<file path="src/rtl/npu_cmp_pkg.sv">
// Shared definitions for the compressor-tree / unary-expansion datapath.
package npu_cmp_pkg;
  localparam int N_BITS_DEF = 10;
  localparam int CNT_W_DEF  = 4;

  typedef enum logic {
    ST_IDLE  = 1'b0,
    ST_SHIFT = 1'b1
  } state_t;
endpackage

</file>
<file path="src/rtl/thermo_decode.sv">
// Combinational count-to-thermometer decoder with clamp to N_BITS and a saturate flag.
module thermo_decode
  import npu_cmp_pkg::*;
#(
  parameter int N_BITS = N_BITS_DEF,
  parameter int CNT_W  = CNT_W_DEF
) (
  input  logic [CNT_W-1:0]  i_cnt,
  output logic [N_BITS-1:0] o_thermo,
  output logic              o_sat
);
  localparam logic [CNT_W-1:0] LP_MAX = CNT_W'(N_BITS);

  logic [CNT_W-1:0] w_clamped;

  always_comb begin
    o_sat     = (i_cnt > LP_MAX);
    w_clamped = o_sat ? LP_MAX : i_cnt;
    o_thermo  = '0;
    for (int i = 0; i < N_BITS; i++) begin
      o_thermo[i] = (CNT_W'(i) < w_clamped);
    end
  end
endmodule

</file>
<file path="src/rtl/thermo_expander.sv">
// Expands a population count into a thermometer word and an LSB-first unary bit stream,
// with a back-to-back reload on the last beat for full throughput.
module thermo_expander
  import npu_cmp_pkg::*;
#(
  parameter int N_BITS = N_BITS_DEF,
  parameter int CNT_W  = CNT_W_DEF
) (
  input  logic              clk,
  input  logic              rst,
  input  logic              in_valid,
  output logic              in_ready,
  input  logic [CNT_W-1:0]  in_cnt,
  output logic              out_valid,
  input  logic              out_ready,
  output logic              out_bit,
  output logic              out_last,
  output logic [N_BITS-1:0] out_thermo,
  output logic              sat_err,
  input  logic              err_clr
);
  generate
    if ((N_BITS > (2 ** CNT_W) - 1) || (N_BITS < 2)) begin : g_bad_width
      $error("thermo_expander: N_BITS must be in 2..2**CNT_W-1");
    end
  endgenerate

  localparam logic [CNT_W-1:0] LP_LAST = CNT_W'(N_BITS - 1);

  state_t             r_state;
  state_t             w_state_nxt;
  logic [N_BITS-1:0]  r_shreg;
  logic [N_BITS-1:0]  r_thermo;
  logic [CNT_W-1:0]   r_beat;
  logic               r_sat;
  logic [N_BITS-1:0]  w_thermo;
  logic               w_sat;
  logic               w_last;
  logic               w_accept;
  logic               w_advance;

  thermo_decode #(
    .N_BITS (N_BITS),
    .CNT_W  (CNT_W)
  ) u_decode (
    .i_cnt    (in_cnt),
    .o_thermo (w_thermo),
    .o_sat    (w_sat)
  );

  assign w_last    = (r_state == ST_SHIFT) && (r_beat == LP_LAST);
  // Only combinational out_ready -> in_ready path: lets the next frame load on the last beat.
  assign in_ready  = (r_state == ST_IDLE) || (w_last && out_ready);
  assign w_accept  = in_valid && in_ready;
  assign w_advance = (r_state == ST_SHIFT) && out_ready && !w_last;

  assign out_valid  = (r_state == ST_SHIFT);
  assign out_bit    = (r_state == ST_SHIFT) && r_shreg[0];
  assign out_last   = w_last;
  assign out_thermo = r_thermo;
  assign sat_err    = r_sat;

  always_comb begin
    w_state_nxt = r_state;
    case (r_state)
      ST_IDLE:  if (w_accept) w_state_nxt = ST_SHIFT;
      ST_SHIFT: if (w_last && out_ready && !in_valid) w_state_nxt = ST_IDLE;
      default:  w_state_nxt = ST_IDLE;
    endcase
  end

  always_ff @(posedge clk or posedge rst) begin
    if (rst) r_state <= ST_IDLE;
    else     r_state <= w_state_nxt;
  end

  always_ff @(posedge clk or posedge rst) begin
    if (rst) begin
      r_shreg  <= '0;
      r_thermo <= '0;
      r_beat   <= '0;
    end else if (w_accept) begin
      r_shreg  <= w_thermo;
      r_thermo <= w_thermo;
      r_beat   <= '0;
    end else if (w_advance) begin
      r_shreg  <= {1'b0, r_shreg[N_BITS-1:1]};
      r_beat   <= r_beat + CNT_W'(1);
    end
  end

  // A saturating accept outranks a simultaneous clear.
  always_ff @(posedge clk or posedge rst) begin
    if (rst)                  r_sat <= 1'b0;
    else if (w_accept && w_sat) r_sat <= 1'b1;
    else if (err_clr)         r_sat <= 1'b0;
  end
endmodule
</file>
<file path="config.mk">
export PLATFORM = sky130hd
export DESIGN_NAME = thermo_expander
export DESIGN_NICKNAME = d
export VERILOG_FILES = /design/src/rtl/npu_cmp_pkg.sv /design/src/rtl/thermo_decode.sv /design/src/rtl/thermo_expander.sv
export SDC_FILE = /design/constraint.sdc
export NUM_CORES = 1
export LEC_CHECK = 0
export ABC_AREA = 1
export CAP_MARGIN = 20
export CORE_MARGIN = 2
export CORE_UTILIZATION = 54
export CTS_CLUSTER_DIAMETER = 120
export CTS_CLUSTER_SIZE = 30
export DETAILED_ROUTE_END_ITERATION = 7
export GPL_ROUTABILITY_DRIVEN = 0
export GPL_TIMING_DRIVEN = 0
export PLACE_DENSITY = 0.86
export SLEW_MARGIN = 30
export SYNTH_ARGS = -nofsm -noshare
export SYNTH_HDL_FRONTEND = slang
export SYNTH_SLANG_ARGS = --single-unit
</file>
<file path="constraint.sdc">
create_clock -name clk -period 3.8 [get_ports clk]
set_input_delay 0.76 -clock clk [delete_from_list [all_inputs] [get_ports clk]]
set_output_delay 0.76 -clock clk [all_outputs]
set_load 0.005 [all_outputs]
</file>
==> results of run 1 <==
## cells by family after synthesis
| kind of cell | after synthesis | share of synthesized area (%) |
|---|---|---|
| adders and majority gates | 2 | 1.97 |
| DFF | 26 | 51.2 |
| buffers and inverters | 26 | 8.46 |
| and+or+nand+nor | 94 | 32.8 |
| AOI/OAI and AO/OA | 13 | 5.61 |
## sequential cells by signal (all words and copies together) (netlist names)
name	count
r_beat	4
out_thermo	10
sat_err	1
r_shreg	10
out_valid	1
## cell type report
class | count | area (sq um) | area share [%]
multi-input cells | 109 | 513 | 32.5
plain buffers | 4 | 25.0 | 1.58
flip-flops and latches | 26 | 651 | 41.2
repair buffers | 22 | 220 | 13.9
clock inverters | 1 | 30.0 | 1.90
inverters | 22 | 82.6 | 5.23
well taps | 28 | 35.0 | 2.22
clock buffers | 3 | 22.5 | 1.43
## power by group
group | total (uW) | switching (uW) | internal (uW) | leakage (uW)
registers | 462 | 67.3 | 395 | 0.000319
clock network | 192 | 85.7 | 107 | 0.0000279
logic | 438 | 222 | 216 | 0.000514
total | 1090 | 375 | 718 | 0.000861
## cells in the final DEF, fill, tap and decap left out, drive strengths merged
cell type and count:
a31oi 2, buf 3, bufinv 1, clkbuf 4, clkdlybuf4s50 22, dfrtp 26
ha 2, inv 22, nand2 68, nand3 8, nand3b 4, nand4 6
nor2 6, nor3 1, o211ai 1, o21ai 9, o22ai 1, or2 1
## metrics by stage
step | hold slack [ns] | setup slack (ns) | utilization (%) | cell area (sq um)
after floorplan | 0.449 | 2.00 | - | 1270
after global placement | 0.456 | 0.998 | 69.0 | 1530
after detailed placement | 0.463 | 0.973 | 69.0 | 1530
after CTS | 0.497 | 0.950 | 71.4 | 1580
after global routing | 0.524 | 0.877 | 71.4 | 1580
final | 0.497 | 0.958 | 71.4 | 1580
## routing by layer
metal | up-vias | routed length (um) | GRT usage (%)
met5 | - | 0 | 0
met4 | 0 | 102 | 12.8
met3 | 13 | 123 | 3.14
met2 | 40 | 1550 | 45.8
met1 | 584 | 1190 | 28.8
li1 | 562 | - | -
## critical path, delay by kind of cell
family | cells | cell delay (ns)
and+or+nand+nor | 2 | 0.24
buffers and inverters | 4 | 1.08
## worst max path at each step
stage                to  cells past startpoint
6_report       in_ready                      6
5_1_grt        in_ready                      6
4_1_cts        in_ready                      6
3_5_place_dp   in_ready                      6
3_3_place_gp   in_ready                      6
2_1_floorplan  in_ready                      4
==> run metrics, run 1 <==
status=finished, final reports clean; total CTS buffers=3; Inserted Diodes=0; clk buf depth=2; cell taking the most area after synthesis=dfrtp_1; total global-route track usage=between 20 and 30%; Layout area overhead=24.2%; Die Span Y=about 53 um; worst-margin pin slew=between 0.5 and 0.6 ns; P_leak=~0.00086 uW; Detailed Route WL=2960 um; top-count cell post-synth=nand2_1; Total Power=about 1100 uW; fillcell total=about 180; critical path fanouts, max=7; CTS Sinks=26; Critical Path Start=out_ready; Layout Nets=approximately 200; core area=0.00221 sq mm; largest net degree at the start of global routing=27; VDD IR max=0.000468 V; Crit. End Element=output port; Critical R2R Capture=r_shreg[5]; hold path start=out_thermo[3]; Hold Path Stages=2; io pins=24; #FFs+latches synth=26; worst path required time=between 3 and 4 ns; Syn. warnings=0; worst r2r path cells=10; WHS Endpoint=out_thermo[3]; Pre-antenna DRT Iters=4; Achievable Freq=between 300 and 400 MHz; Remaining DRCs=0; Worst Path Arrival=about 2.1 ns; Hold Crit Class=register to register; PortBufs=22; post-CTS sizing=0; final setup vio count=0; post-synthesis cell type count=21; H-tree depth=1; CP Cell Sequence=clkdlybuf4s50_1 > inv_1 > nand2_2 > nand2_1 > inv_1 > clkdlybuf4s50_1; die area=around 0.0028 sq mm; cts hold-fix bufs=0; setup bufs post-CTS=0; final cell count without fillers=~220; row cnt=17; post-synthesis instance total=approximately 160; antenna-violating nets left=0; crit-path max cell delay=a little under 0.5 ns; Clock transition at path regs=0.14 ns; WS Path Type=input pin to output port; routed wire length per instance=13.8 um; DR vias/cell=5.58; R2R Setup Slk=roughly 2.1 ns; share of layout cells above drive strength 1=9.09%; asr flop ratio synth=100%; initial antenna violation count=0; first-pass GRT wire length=roughly 5100 um; placed cells=211; Net Count, Synth=around 170; Final TNS setup=0 ns; Detailed Place HPWL=about 2000 um; Synth area leaders=dfrtp_1 51%, nand2_1 19%, inv_1 5.3%; Worst slew margin=between 60% and 70%; initial core utilization=between 50 and 60%; vias=~1,200; CTS tree=done; Root Buffer=clkbuf_4; iteration-0 DRC count of the detailed router=36; EDFF count, synth=0; Clk Latency, worst-skew pair=roughly 0.33 ns; most common library cells after synthesis=65 x nand2_1, 26 x dfrtp_1, 18 x inv_1; Synth Cell Area=0.00127 sq mm; pwr dens=roughly 690 mW/mm^2; crit path time final=approximately 2.8 ns; ys flop type=dfrtp_1; max-slew violation count=0; Hold Fails Final Rpt=0; Syn Area/Cell=7.90 sq um; Crit-path slowest cell=clkdlybuf4s50_1; share of the synthesized area in the top cell type=between 50% and 60%; Overflow after GRT=0; vias in the first global route=1,208; crit start category=input pin; skew final=roughly 0.0025 ns; max cap viols=0; RSZ-0062 raised after global routing=false; register area share after synthesis=51.2%; Reg-to-Reg Start=r_beat[1]; die width=between 50 and 60 um; fin crit share=74.8%
(Power assumes the default switching activity.)
==> inputs of run 2 (changes only) <==
--- a/config.mk
+++ b/config.mk
@@ -8,13 +8,13 @@
 export ABC_AREA = 1
 export CAP_MARGIN = 20
 export CORE_MARGIN = 2
-export CORE_UTILIZATION = 54
+export CORE_UTILIZATION = 46
 export CTS_CLUSTER_DIAMETER = 120
 export CTS_CLUSTER_SIZE = 30
 export DETAILED_ROUTE_END_ITERATION = 7
 export GPL_ROUTABILITY_DRIVEN = 0
 export GPL_TIMING_DRIVEN = 0
-export PLACE_DENSITY = 0.86
+export PLACE_DENSITY = 0.79
 export SLEW_MARGIN = 30
 export SYNTH_ARGS = -nofsm -noshare
 export SYNTH_HDL_FRONTEND = slang
==> constraint.sdc (replaced) <==
create_clock -name clk -period 2.46 [get_ports clk]
set_input_delay 0.492 -clock clk [delete_from_list [all_inputs] [get_ports clk]]
set_output_delay 0.492 -clock clk [all_outputs]
set_load 0.005 [all_outputs]
==> run 2 against run 1 <==
Compared with the run above:
- combinational power rose by 55%
- cell count rose by 1.9%
- register-to-register slack got worse by 1.4 ns
- cell area did not move
- via count fell by 5.1%
- critical endpoint unchanged
==> run metrics, run 2 (synthesized netlist as in run 1, its figures left out) <==
P_leak=0.000861 uW; Root Buffer=clkbuf_4; first-pass GRT wire length=4550 um; worst path required time=just under 2 ns; fin crit share=a little over nine tenths; most frequent cells in the layout=65 x nand2_1, 26 x dfrtp_1, 22 x clkdlybuf4s50_1; pwr dens=about 1000 mW/mm^2; cts hold-fix bufs=0; vias in the first global route=roughly 1,100; Reg-to-Reg Start=r_beat[1]; most common cell after layout, fill and taps aside=nand2_1; Hold Fails Final Rpt=0; total global-route track usage=a little under a fifth; CP Cell Sequence=inv_1 > ha_1 > nand3_1 > nand2_4 > nand2_1 > inv_1 > clkdlybuf4s50_1; critical path fanouts, max=3; crit-path max cell delay=approximately 0.48 ns; crit start category=register; WS Path Type=register to output port; Detailed Route WL=~2800 um; Overflow after GRT=0; Remaining DRCs=0; die area=0.00320 sq mm; Die Span Y=56.6 um; status=finished, final reports clean; final setup vio count=0; row cnt=19; Total Power=1610 uW; PortBufs=22; clk buf depth=2; total CTS buffers=3; fillcell total=240; Clock transition at path regs=~0.15 ns; initial antenna violation count=0; CTS tree=done; placed instance area=0.00153 sq mm; DP Worst Slack=between 0.15 and 0.2 ns; vias=between 1,000 and 1,500; core area=around 0.0027 sq mm; iteration-0 DRC count of the detailed router=34; worst r2r path cells=11; final core utilization=slightly below 60%; Pre-antenna DRT Iters=4; crit path time final=roughly 2.3 ns; Worst slew margin=~64%; post-route cell area=0.00158 sq mm; initial core utilization=approximately 47%; skew final=between 0.015 and 0.02 ns; Worst Path Arrival=1.84 ns; Layout area overhead=24.2%; antenna-violating nets left=0; H-tree depth=1; Critical R2R Capture=r_shreg[5]; Detailed Place HPWL=approximately 2100 um; share of layout cells above drive strength 1=approximately a tenth; Hold Crit Class=input pin to async pin; Crit-path slowest cell=clkdlybuf4s50_1; Layout Nets=200; max-slew violation count=0; routed wire length per instance=13.0 um; DR vias/cell=5.20; Crit. End Element=output port; die width=around 57 um; R2R Setup Slk=about 0.76 ns; largest net degree at the start of global routing=27; worst-margin pin slew=~0.53 ns; Inserted Diodes=0; cell repeated most along the worst path=inv_1; VDD IR max=0.000612 V; CTS Sinks=26; max cap viols=0; Achievable Freq=roughly 430 MHz; final worst slack=about 0.13 ns; Clk Latency, worst-skew pair=between 0.3 and 0.4 ns; Final TNS setup=0 ns; io pins=24
run 2: changes by cell type in the layout (fill, tap and decap cells not counted), sizes merged:
cell / before / now
buf: 3 / 4
bufinv: 1 / 0
clkbuf: 4 / 5
run 2: metrics by stage:
step | hold slack [ns] | cells
3_5_place_dp | 0.466 | 214
2_1_floorplan | 0.449 | 161
5_1_grt | 0.513 | 219
4_1_cts | 0.502 | 218
6_report | 0.499 | 219
3_3_place_gp | 0.459 | 214
run 2: power by group:
group / total [uW] / internal, uW / switching, uW
logic: 677 / 343 / 334
registers: 717 / 610 / 106
clock network: 219 / 90.5 / 128
run 2: worst max-delay path by stage:
stage	startpoint	to	slack, ns	cells past startpoint
2_1_floorplan	r_beat[1]	in_ready	1.01	6
3_3_place_gp	out_ready	in_ready	0.19	6
3_5_place_dp	out_ready	in_ready	0.17	6
4_1_cts	r_beat[1]	in_ready	0.05	7
5_1_grt	r_beat[1]	in_ready	-0.001	7
6_report	r_beat[1]	in_ready	0.13	7
run 2: area by class of cell:
type	count	area, sq um	share of cell area (%)
inverter	22	82.6	5.23
timing repair buffer	23	228	14.4
buffer	4	25.0	1.58
multi-input combinational	109	518	32.8
sequential	26	651	41.2
clock buffer	4	36.3	2.30
tap	31	38.8	2.46
run 2: what timing repair did:
action,in CTS,in global routing
setup endpoints to repair,0,1
gates resized for setup,0,1
setup buffers,0,1
endpoints found under the hold margin,0,0
run 2: worst max-delay path, delay by kind of cell (launching register included):
kind	cells	cell delay, ns
adder cells (fa/ha/maj)	1	0.17
buffers and inverters	3	0.63
flip-flops	1	0.41
AND/OR/NAND/NOR	3	0.32
run 2: per-layer routing:
| metal | vias up | global-route usage (%) | routed length (um) |
|---|---|---|---|
| met5 | - | 0 | 0 |
| met3 | 9 | 2.07 | 128 |
| li1 | 562 | - | - |
| met1 | 528 | 24.0 | 1260 |
| met4 | 0 | 6.12 | 70 |
| met2 | 39 | 30.7 | 1380 |
==> inputs of run 3 (changes only) <==
--- a/config.mk
+++ b/config.mk
@@ -7,6 +7,7 @@
 export LEC_CHECK = 0
 export ABC_AREA = 1
 export CAP_MARGIN = 20
+export CORE_ASPECT_RATIO = 0.5
 export CORE_MARGIN = 2
 export CORE_UTILIZATION = 46
 export CTS_CLUSTER_DIAMETER = 120
==> run 3 against run 2 <==
Compared with the run above:
- non-clock buffer count stayed put
- register-to-register slack barely moved
- die area grew 0.79%
==> run metrics, run 3 (synthesized netlist as in run 1, its figures left out) <==
final cell count without fillers=about 230; fillcell total=~240; CP Cell Sequence=clkdlybuf4s50_1 > inv_1 > nand2_2 > nand2_1 > inv_1 > clkdlybuf4s50_1; Clk Latency, worst-skew pair=approximately 0.27 ns; crit path time final=around 2.3 ns; vias=roughly 1,100; iteration-0 DRC count of the detailed router=between 70 and 80; total global-route track usage=roughly a fifth; Layout Nets=200; share of layout cells above drive strength 1=under 10%; most common cell after layout, fill and taps aside=nand2_1; Hold Path Stages=2; Die Span Y=about 41 um; Overflow after GRT=0; skew final=roughly 0.011 ns; io pins=24; die width=between 70 and 80 um; most frequent cells in the layout=65 x nand2_1, 26 x dfrtp_1, 22 x clkdlybuf4s50_1; P_leak=around 0.00087 uW; total CTS buffers=3; die area=between 0.003 and 0.004 sq mm; Worst slew margin=between 60% and 70%; crit start category=input pin; pwr dens=between 1000 and 1500 mW/mm^2; CP delay by family, top=buffers and inverters; WS Path Type=input pin to output port; vias in the first global route=955; largest net degree at the start of global routing=27; placed cells=220; Pre-antenna DRT Iters=4; Multi-input gate area=between 500 and 600 sq um; Achievable Freq=approximately 440 MHz; Inserted Diodes=0; DP Worst Slack=around 0.17 ns; fin crit share=~93%; Layout area overhead=26.3%; Crit. End Element=output port; Detailed Place HPWL=between 1500 and 2000 um; Detailed Route WL=around 2600 um; core area=between 0.002 and 0.003 sq mm; Root Buffer=clkbuf_8; final worst slack=~0.17 ns; crit-path max cell delay=slightly below 0.5 ns; cts hold-fix bufs=0; Final TNS setup=0 ns; worst path bufs/invs=4; Levels on crit path=6; routed wire length per instance=11.6 um; initial core utilization=48.8%; Remaining DRCs=0; max cap viols=0; met1 Use GR=about a quarter; CTS Sinks=26; PortBufs=22; most used routing layer=met2; Crit-path slowest cell=clkdlybuf4s50_1; initial antenna violation count=0; Hold Crit Class=register to register; clk buf depth=2; CTS tree=done; H-tree depth=1; worst path required time=just under 2 ns; antenna-violating nets left=0; Hold Fails Final Rpt=0; critical path fanouts, max=7; RSZ-0062 raised after global routing=false; met2 GRT Util=about 30%; final setup vio count=0; status=finished, final reports clean; Worst Path Arrival=roughly 1.8 ns; worst-margin pin slew=approximately 0.54 ns; DR vias/cell=between 4 and 5; register area=about 650 sq um; worst r2r path cells=10; row cnt=13; VDD IR max=between 0.0006 and 0.0007 V; first-pass GRT wire length=4440 um; max-slew violation count=0; GR met3 Demand/Resource=5.29%; Clock transition at path regs=around 0.090 ns
[run 3: cell type report]
| cell class | count | share of cell area, % |
|---|---|---|
| Multi-Input combinational cell | 109 | 32.3 |
| Sequential cell | 26 | 40.5 |
| Tap cell | 37 | 2.88 |
| Clock buffer | 4 | 3.43 |
| Buffer | 4 | 1.56 |
| Inverter | 22 | 5.14 |
| Timing Repair Buffer | 23 | 14.2 |
[run 3: final timing paths]
path | start | endpoint | slack, ns
max | out_ready | in_ready | 0.17
min | out_thermo[2] | out_thermo[2] | 0.48
max reg2reg | r_beat[1] | r_shreg[7] | 0.77
min reg2reg | out_thermo[2] | out_thermo[2] | 0.48
max in group asynchronous | rst | out_thermo[7] | 1.51
min in group asynchronous | rst | r_beat[3] | 0.58
[run 3: per-layer routing]
metal | up-vias | share of wire [%]
met5 | - | 0
met4 | 0 | 1.0
met3 | 2 | 4.8
met2 | 23 | 44
met1 | 503 | 50
li1 | 564 | -
[run 3: power breakdown]
part / switching [uW] / leakage (uW) / total (uW) / internal (uW)
clock: 130 / 0.0000288 / 273 / 143
combinational: 326 / 0.000520 / 670 / 344
sequential: 99.0 / 0.000319 / 710 / 612
[run 3: worst reg2reg max path, stage by stage (launching register included)]
cell	delay, ns
dfrtp_1	0.40
inv_1	0.10
ha_1	0.17
nand3_1	0.14
nand2_4	0.10
buf_4	0.14
nand3_4	0.13
nand2_2	0.17
inv_2	0.09
nand2_1	0.07
nand3_1	0.06
[run 3: what timing repair did]
action	in CTS	in global routing
setup endpoints to repair	0	1
setup buffers	0	1
gates resized for setup	0	1
[run 3: through the flow]
step	utilization, %	area, sq um	total power, uW	hold slack [ns]
floorplan	-	1270	1090	0.449
global placement	59.1	1540	1350	0.460
detailed placement	59.1	1540	1380	0.459
CTS	61.2	1590	1660	0.480
global route	61.7	1610	1800	0.519
finish	61.7	1610	1650	0.481
